### config.mk
export PLATFORM = sky130hd
export DESIGN_NAME = efuse_trim_shadow
export DESIGN_NICKNAME = d
export VERILOG_FILES = /design/src/rtl/efuse_trim_shadow.sv
export SDC_FILE = /design/constraint.sdc
export NUM_CORES = 1
export LEC_CHECK = 0
export CAP_MARGIN = 25
export CORE_AREA = 3 3 226 228
export DETAILED_ROUTE_END_ITERATION = 10
export DIE_AREA = 0 0 229 231
export SYNTH_ARGS = -nofsm -noshare
export SYNTH_HDL_FRONTEND = slang
export SYNTH_SLANG_ARGS = --single-unit
### constraint.sdc
create_clock -name clk -period 3.3 [get_ports clk]
set_input_delay 0.33 -clock clk [delete_from_list [all_inputs] [get_ports clk]]
set_output_delay 0.33 -clock clk [all_outputs]
set_load 0.05 [all_outputs]
### src/rtl/efuse_trim_shadow.sv
// Shadow register for eFuse trim data: captures autoload segments, CRC-8 checks the
// 256-bit image byte-serially, and drives the trim fabric with an override mux.
module efuse_trim_shadow #(
  parameter int NR = 64
) (
  input  logic           clk,
  input  logic           rst_n,
  input  logic           efuse_autoload_vld,
  input  logic [NR-1:0]  efuse_autoload_data,
  input  logic           efuse_autoload_done,
  input  logic           rg_trim_override_en,
  input  logic [255:0]   rg_trim_override,
  output logic [255:0]   trim_data,
  output logic           trim_valid,
  output logic           trim_crc_err,
  output logic           trim_load_err,
  output logic           trim_busy,
  output logic [1:0]     dbg_state
);

  localparam int NSEG = 256 / NR;
  localparam int CW   = $clog2(NSEG + 1);

  typedef enum logic [1:0] {
    IDLE  = 2'd0,
    LOAD  = 2'd1,
    CHECK = 2'd2,
    DONE  = 2'd3
  } state_t;

  state_t          state;
  logic [255:0]    shadow;
  logic [CW-1:0]   seg_cnt;
  logic            ovf;
  logic [4:0]      byte_idx;
  logic [7:0]      crc;
  logic            crc_ok;
  logic            crc_err;
  logic            load_err;
  logic            busy;

  logic            room;
  logic            wr_en;
  logic [CW-1:0]   wr_idx;
  logic [CW-1:0]   cnt_eff;
  logic            ovf_eff;
  logic [7:0]      cur_byte;
  logic [7:0]      crc_nxt;

  // Handshake: the controller has no ready; vld and done are single-cycle pulses that
  // are always accepted, and vld may be asserted on every cycle.

  function automatic logic [7:0] crc8_step(input logic [7:0] c, input logic [7:0] d);
    logic [7:0] r;
    r = c ^ d;
    for (int i = 0; i < 8; i++) begin
      r = r[7] ? ({r[6:0], 1'b0} ^ 8'h07) : {r[6:0], 1'b0};
    end
    return r;
  endfunction

  assign room = (seg_cnt < CW'(NSEG));

  // Any vld outside LOAD starts a fresh load at segment 0, including an abort of CHECK.
  always_comb begin
    wr_en  = 1'b0;
    wr_idx = '0;
    if (efuse_autoload_vld) begin
      if (state == LOAD) begin
        wr_en  = room;
        wr_idx = seg_cnt;
      end else begin
        wr_en  = 1'b1;
      end
    end
  end

  // A vld coinciding with done is counted before the count is judged.
  assign cnt_eff  = (efuse_autoload_vld && room) ? seg_cnt + 1'b1 : seg_cnt;
  assign ovf_eff  = ovf | (efuse_autoload_vld & ~room);
  assign cur_byte = shadow[{byte_idx, 3'b000} +: 8];
  assign crc_nxt  = crc8_step(crc, cur_byte);

  always_ff @(posedge clk or negedge rst_n) begin
    if (!rst_n) begin
      state    <= IDLE;
      shadow   <= '0;
      seg_cnt  <= '0;
      ovf      <= 1'b0;
      byte_idx <= '0;
      crc      <= '0;
      crc_ok   <= 1'b0;
      crc_err  <= 1'b0;
      load_err <= 1'b0;
      busy     <= 1'b0;
    end else begin
      for (int k = 0; k < NSEG; k++) begin
        if (wr_en && wr_idx == CW'(k)) begin
          shadow[k*NR +: NR] <= efuse_autoload_data;
        end
      end

      case (state)
        IDLE, DONE: begin
          if (efuse_autoload_vld) begin
            state    <= LOAD;
            seg_cnt  <= CW'(1);
            ovf      <= 1'b0;
            crc_ok   <= 1'b0;
            crc_err  <= 1'b0;
            load_err <= 1'b0;
            busy     <= 1'b1;
          end
        end

        LOAD: begin
          if (efuse_autoload_vld) begin
            if (room) seg_cnt <= seg_cnt + 1'b1;
            else      ovf     <= 1'b1;
          end
          if (efuse_autoload_done) begin
            if (cnt_eff == CW'(NSEG) && !ovf_eff) begin
              state    <= CHECK;
              byte_idx <= '0;
              crc      <= '0;
            end else begin
              state    <= DONE;
              load_err <= 1'b1;
              busy     <= 1'b0;
            end
          end
        end

        CHECK: begin
          if (efuse_autoload_vld) begin
            state    <= LOAD;
            seg_cnt  <= CW'(1);
            ovf      <= 1'b0;
            crc_ok   <= 1'b0;
            crc_err  <= 1'b0;
            load_err <= 1'b0;
            busy     <= 1'b1;
          end else begin
            crc      <= crc_nxt;
            byte_idx <= byte_idx + 1'b1;
            // Byte 30 is the last payload byte; byte 31 holds the stored CRC.
            if (byte_idx == 5'd30) begin
              state   <= DONE;
              busy    <= 1'b0;
              crc_ok  <= (crc_nxt == shadow[255:248]);
              crc_err <= (crc_nxt != shadow[255:248]);
            end
          end
        end

        default: state <= IDLE;
      endcase
    end
  end

  assign trim_data     = rg_trim_override_en ? rg_trim_override : shadow;
  assign trim_valid    = crc_ok | rg_trim_override_en;
  assign trim_crc_err  = crc_err;
  assign trim_load_err = load_err;
  assign trim_busy     = busy;
  assign dbg_state     = state;

endmodule

==> impl_metrics.tcl <==
set metrics [dict create \
    core_sq_um 49100 \
    finalCritPeriodShare_pct 97.8 \
    die_x_microns 229 \
    clockPowerShare_pct 13.4 \
    relSlewSlack_pct 56.3 \
    internal_power_uw 15400 \
    fillers 4400 \
    regArea_sq_um 6990 \
    dieArea_sq_um 52900 \
    hpwl_microns 53500 \
    cts_tree "yes" \
    total_power_uw 28300 \
    nets 2184 \
    slowest_stage "mux4_2" \
    swShare_pct 45.5 \
    vias 13100 \
    crit_fanout 7 \
    ir_drop_v 0.000885 \
    yosysTopAreaCell "dfrtp_1" \
    syn_area_per_cell_sq_um 13.3 \
    grt_use_total_pct 24.6 \
    netlist_area_sq_um 16400 \
    cts.htree.levels 2 \
    synth_seq_cells 279 \
    pre_cts_ws_ns -0.121 \
    yosys_warnings 0 \
    fmax_ghz 0.310 \
    power_per_cell_area_nw_per_um2 1140 \
    grt_overflow 0 \
    synth_nets 1558 \
    rsz0062_at_grt "true" \
    maxCapViolCount 0 \
    switchingPower_uw 12900 \
    crit_path_end_kind "flip-flop" \
    max_slew.worst_pin.slew_ns 0.638 \
    synth.distinct_cells 58 \
    gp_congestion 0.940 \
    drt_iter0_drc 823 \
    antenna_cells 0 \
    synth-edff-count 0 \
    min_period_ns 3.23 \
    final_util_pct 50.5 \
    drtPass1Iterations 6 \
    crit_chain "buf_4, mux4_2, nand2b_1, a221oi_2, a31oi_1, xnor2_1, xnor3_2, buf_4, mux2i_4, o211ai_4, nor4_2, a31o_1" \
    final_antenna_net_count 0 \
    port_buffers 586 \
    synth_area_leaders "dfrtp_1 (43%), mux2_2 (35%), mux2i_1 (4.3%)" \
    finalMaxSlewViolations 0 \
    arrival_ns 3.62 \
    crit_type "reg2reg" \
    yosys-top-cells-count "mux2_2 (514), dfrtp_1 (279), mux2i_1 (71)" \
    async_flop_share_pct 100 \
    clk_pin_slew_ns 0.06 \
    wire_per_inst_microns 26.4 \
    cts-root-buf "clkbuf_16" \
    ys.flop_type "dfrtp_1" \
    start_util_pct 33.4 \
    multiInputGateArea_sq_um 9070 \
    cts_sinks 279 \
    p_comb_share_pct 60.5 \
    insertion_delay_ns 0.51 \
    max-clock-path-buffers 3 \
    final.hold.worst_slack_ns 0.413 \
    finalHoldViolations 0 \
    power.sequential.fraction_pct 26.2 \
    p_leak_uw 0.0102 \
    path_delay_family "multiplexers" \
    grt_pass1_vias 14000 \
    placementRows 81 \
    cts_buffers 34 \
    status "finished clean" \
    finalSetupViolations 0 \
    skew_ns 0.0196 \
    antenna_found_initial 1 \
    area_growth_pct 51.3 \
    drive_above_1_share_pct 40.3 \
    pin_count 587 \
    hold_path.class "in2async" \
    dp_cells 2463 \
    post-synth-top-count-cell "mux2_2" \
    required_ns 3.69 \
    start_kind "flip-flop" \
    postSynthCellCount 1227 \
    crit_buf_inv 2 \
    grt_max_degree 97 \
    synth_top_area_share_pct 42.6 \
    drcViolationCount 0 \
    setup_ws_ns 0.0724 \
    routed_wl_microns 67000 \
    cp_slowest_stage_delay_ns 0.54 \
    final_cell_count_no_fill 2541 \
    yosysSeqAreaShare_pct 42.6 \
    grt_first_pass_wirelength_microns 96900 \
    via_per_inst 5.16 \
    fp.dieH_microns 231 \
    cp_common_cell "buf_4" \
]
per-stage QoR:
step / TNS, ns / area [sq um]
6_report: 0 / 24800
4_1_cts: 0 / 24500
2_1_floorplan: 0 / 16400
3_3_place_gp: -0.0430 / 23300
3_5_place_dp: -0.229 / 23300
5_1_grt: -0.106 / 24800
cell usage in the layout, fill, tap and decap left out, types with 4 or more instances in the layout:
cell and n:
mux2i_1 65, buf_4 94, xnor3_1 4, inv_1 11, mux2_2 514, mux4_2 28
a22oi_1 17, o21ai_1 5, a22o_1 4, mux2i_2 4, clkdlybuf4s50_1 559, dfrtp_1 276
a221oi_1 9, nand2_1 38, xnor2_1 13, nand3_1 18, xor2_1 5, a221oi_2 9
nor2_1 13, nor3_1 10, a21oi_1 10, o21ai_0 17, xnor2_2 4, clkbuf_8 9
clkbuf_1 8, clkbuf_16 36, buf_12 15, ha_1 6
registers in the layout, summed over array words and instances (netlist names):
signal,count
trim_crc_err,1
dbg_state,2
crc,8
crc_ok,1
ovf,1
shadow,256
seg_cnt,3
byte_idx,5
trim_busy,1
trim_load_err,1
cell families after synthesis:
kind of cell,Yosys count,synth area share (%)
mux,615,43.9
flops,279,42.6
simple gates,102,2.96
buf+inv,99,3.07
compound gates,94,4.36
xor+xnor,32,2.64
fa+ha+maj,6,0.459
power by group through the flow:
| stage | Sequential [uW] | Combinational (uW) | Clock (uW) |
|---|---|---|---|
| 6_report | 7410 | 17100 | 3790 |
| 5_1_grt | 7600 | 18000 | 4020 |
| 4_1_cts | 7420 | 16400 | 3870 |
| 3_5_place_dp | 7470 | 16300 | 0 |
| 3_3_place_gp | 7520 | 16200 | 0 |
| 2_1_floorplan | 6090 | 11400 | 0 |
worst register-to-register path: stages (launching register included):
cell and delay, ns:
dfrtp_4 0.49, buf_4 0.14, mux4_2 0.54, nand2b_1 0.20
a221oi_2 0.22, a31oi_1 0.09, xnor2_1 0.26, xnor3_2 0.36
buf_4 0.18, mux2i_4 0.18, o211ai_4 0.19, nor4_2 0.06
a31o_1 0.22
worst paths after layout:
kind / start / end / slack (ns) / cells past startpoint
setup / recovery: byte_idx[0]$_DFFE_PN0P_ / crc_ok$_DFFE_PN0P_ / 0.07 / 12
hold / removal: rst_n / shadow[149]$_DFFE_PN0P_ / 0.41 / 2
setup reg to reg: byte_idx[0]$_DFFE_PN0P_ / crc_ok$_DFFE_PN0P_ / 0.07 / 12
hold reg to reg: ovf$_DFFE_PN0P_ / ovf$_DFFE_PN0P_ / 0.50 / 1
max in group asynchronous: rst_n / shadow[140]$_DFFE_PN0P_ / 1.93 / 3
min in group clk: ovf$_DFFE_PN0P_ / ovf$_DFFE_PN0P_ / 0.50 / 1
area by class of cell:
cell class | instances | share of cell area (%)
clock buffer | 52 | 4.16
timing repair buffer | 675 | 27.1
multi-input combinational | 850 | 36.6
tap | 664 | 3.35
inverter | 13 | 0.197
sequential | 279 | 28.2
clock inverter | 8 | 0.409
what timing repair did:
action / CTS / global route
hold endpoints to repair: 69 / 0
gates cloned: 0 / 2
endpoints found under the setup margin: 2 / 3
pin swaps: 1 / 7
buffers inserted: 0 / 15
hold buffers: 1 / 0
resized for setup: 5 / 25
metal layers:
metal	wire (microns)	global-route usage, %	up-vias
li1	-	-	5865
met1	27500	30.6	6646
met2	33800	43.3	513
met3	4330	5.98	76
met4	1380	5.39	0
met5	0	0	-
Power figures use the tool's default switching activity.
==> RTL edit: new RTL, config.mk and constraints unchanged <==
`NR`: 64 -> 128.
--- a/src/rtl/efuse_trim_shadow.sv
+++ b/src/rtl/efuse_trim_shadow.sv
@@ -2,5 +2,5 @@
 // 256-bit image byte-serially, and drives the trim fabric with an override mux.
 module efuse_trim_shadow #(
-  parameter int NR = 64
+  parameter int NR = 128
 ) (
   input  logic           clk,
Ports: changed (resized efuse_autoload_data); port bits go from 587 to 651. No check against the original RTL was run, so the function may have changed too.
==> RTL edit against the original RTL <==
Power is 6.2% lower; synthesized area is 0.63% lower; cell area is 2.2% higher; wire length down 0.88%; first-iteration DRC count shrank 13%; setup slack worse by 12 ps; clock power down 3%; critical path type unchanged; sequential cell count is 1 lower; sequential power about the same.
==> RTL edit: results <==
set metrics [dict create \
    dp_hpwl_um 53700 \
    ir_worst_vdd_mv 0.557 \
    cts_buffers 31 \
    dpl_worst_slack_ps -70.8 \
    synthXorXnorAreaFrac_pct 2.06 \
    drive_gt1_share_pct 38.7 \
    tightestPinTransition_ps 836 \
    synthAdderAreaFrac_pct 0.308 \
    wl_met3_um 3180 \
    fillers 4389 \
    grt_pass1_wl_um 95800 \
    synth_cells 1198 \
    synth_compound_area_share_pct 4.05 \
    gp_congestion 0.865 \
    drt-met1-wl_um 28000 \
    p_leak_nw 9.99 \
    synth_area_leaders "dfrtp_1 (43%), mux2_2 (36%), mux2i_1 (3.0%), mux4_2 (2.9%), mux4_1 (2.6%)" \
    synth_common_cells "mux2_2 (521), dfrtp_1 (278), clkbuf_1 (58)" \
    outcome "complete, no violations" \
    worst_hold_slack_ps 385 \
    num_vias 12971 \
    muxShareOfSynthArea_pct 44.5 \
    drt_iter0_drc 720 \
    yosysSeqAreaShare_pct 42.8 \
    slowest_delay_ps 500 \
    finalClockSkew_ps 21.9 \
    met3_usage_pct 4.22 \
    cp.arrival_ps 3750 \
]
## RTL edit: changes by cell type in the layout (fill, tap and decap cells not counted), sizes merged, moves of 8 or more
cell           before  now
a221oi             18    5
mux2i              71   48
clkdlybuf4s50     559  647
o221ai              0    8
o21ai              26   16
nand3              18    8
buf               114   97
a21oi              10   27
## RTL edit: area by class of cell
cell class	instances	area, µm²	share of cell area, %
Sequential cell	278	6960	27.5
Tap cell	664	831	3.28
Clock inverter	13	181	0.717
Antenna cell	3	7.51	0.0297
Multi-Input combinational cell	827	8930	35.3
Clock buffer	45	898	3.55
Inverter	7	26.3	0.104
Timing Repair Buffer	746	7470	29.5
## RTL edit: repair_timing
item	in CTS	in global routing
hold buffers	1	0
cloned	0	1
endpoints found under the hold margin	95	0
endpoints found under the setup margin	1	2
pin swaps	1	24
gates resized for setup	7	32
setup buffers	1	12
## RTL edit: critical path, delay by kind of cell (launching register included)
kind	cells	cell delay, ps
and+or+nand+nor	3	790
AOI/OAI and AO/OA	3	650
muxes	1	500
DFF	1	490
buffers and inverters	3	440
xor gates and xnor gates	2	320
## RTL edit: where the power goes
| group | internal, mW | total, mW | switching (mW) |
|---|---|---|---|
| combinational | 7.37 | 15.5 | 8.14 |
| sequential | 5.13 | 7.41 | 2.27 |
| clock | 2.20 | 3.66 | 1.47 |
| total | 14.7 | 26.6 | 11.9 |
## RTL edit: path summary, 6_finish.rpt
check / startpoint / to / cells past startpoint
worst min register to register: crc_ok / crc_ok / 2
worst min-delay path: efuse_autoload_data[37] / shadow[37] / 2
max in group asynchronous: rst_n / shadow[148] / 3
worst max-delay path: byte_idx[1] / crc_ok / 12
min in group asynchronous: rst_n / shadow[78] / 2
worst max register to register: byte_idx[1] / crc_ok / 12
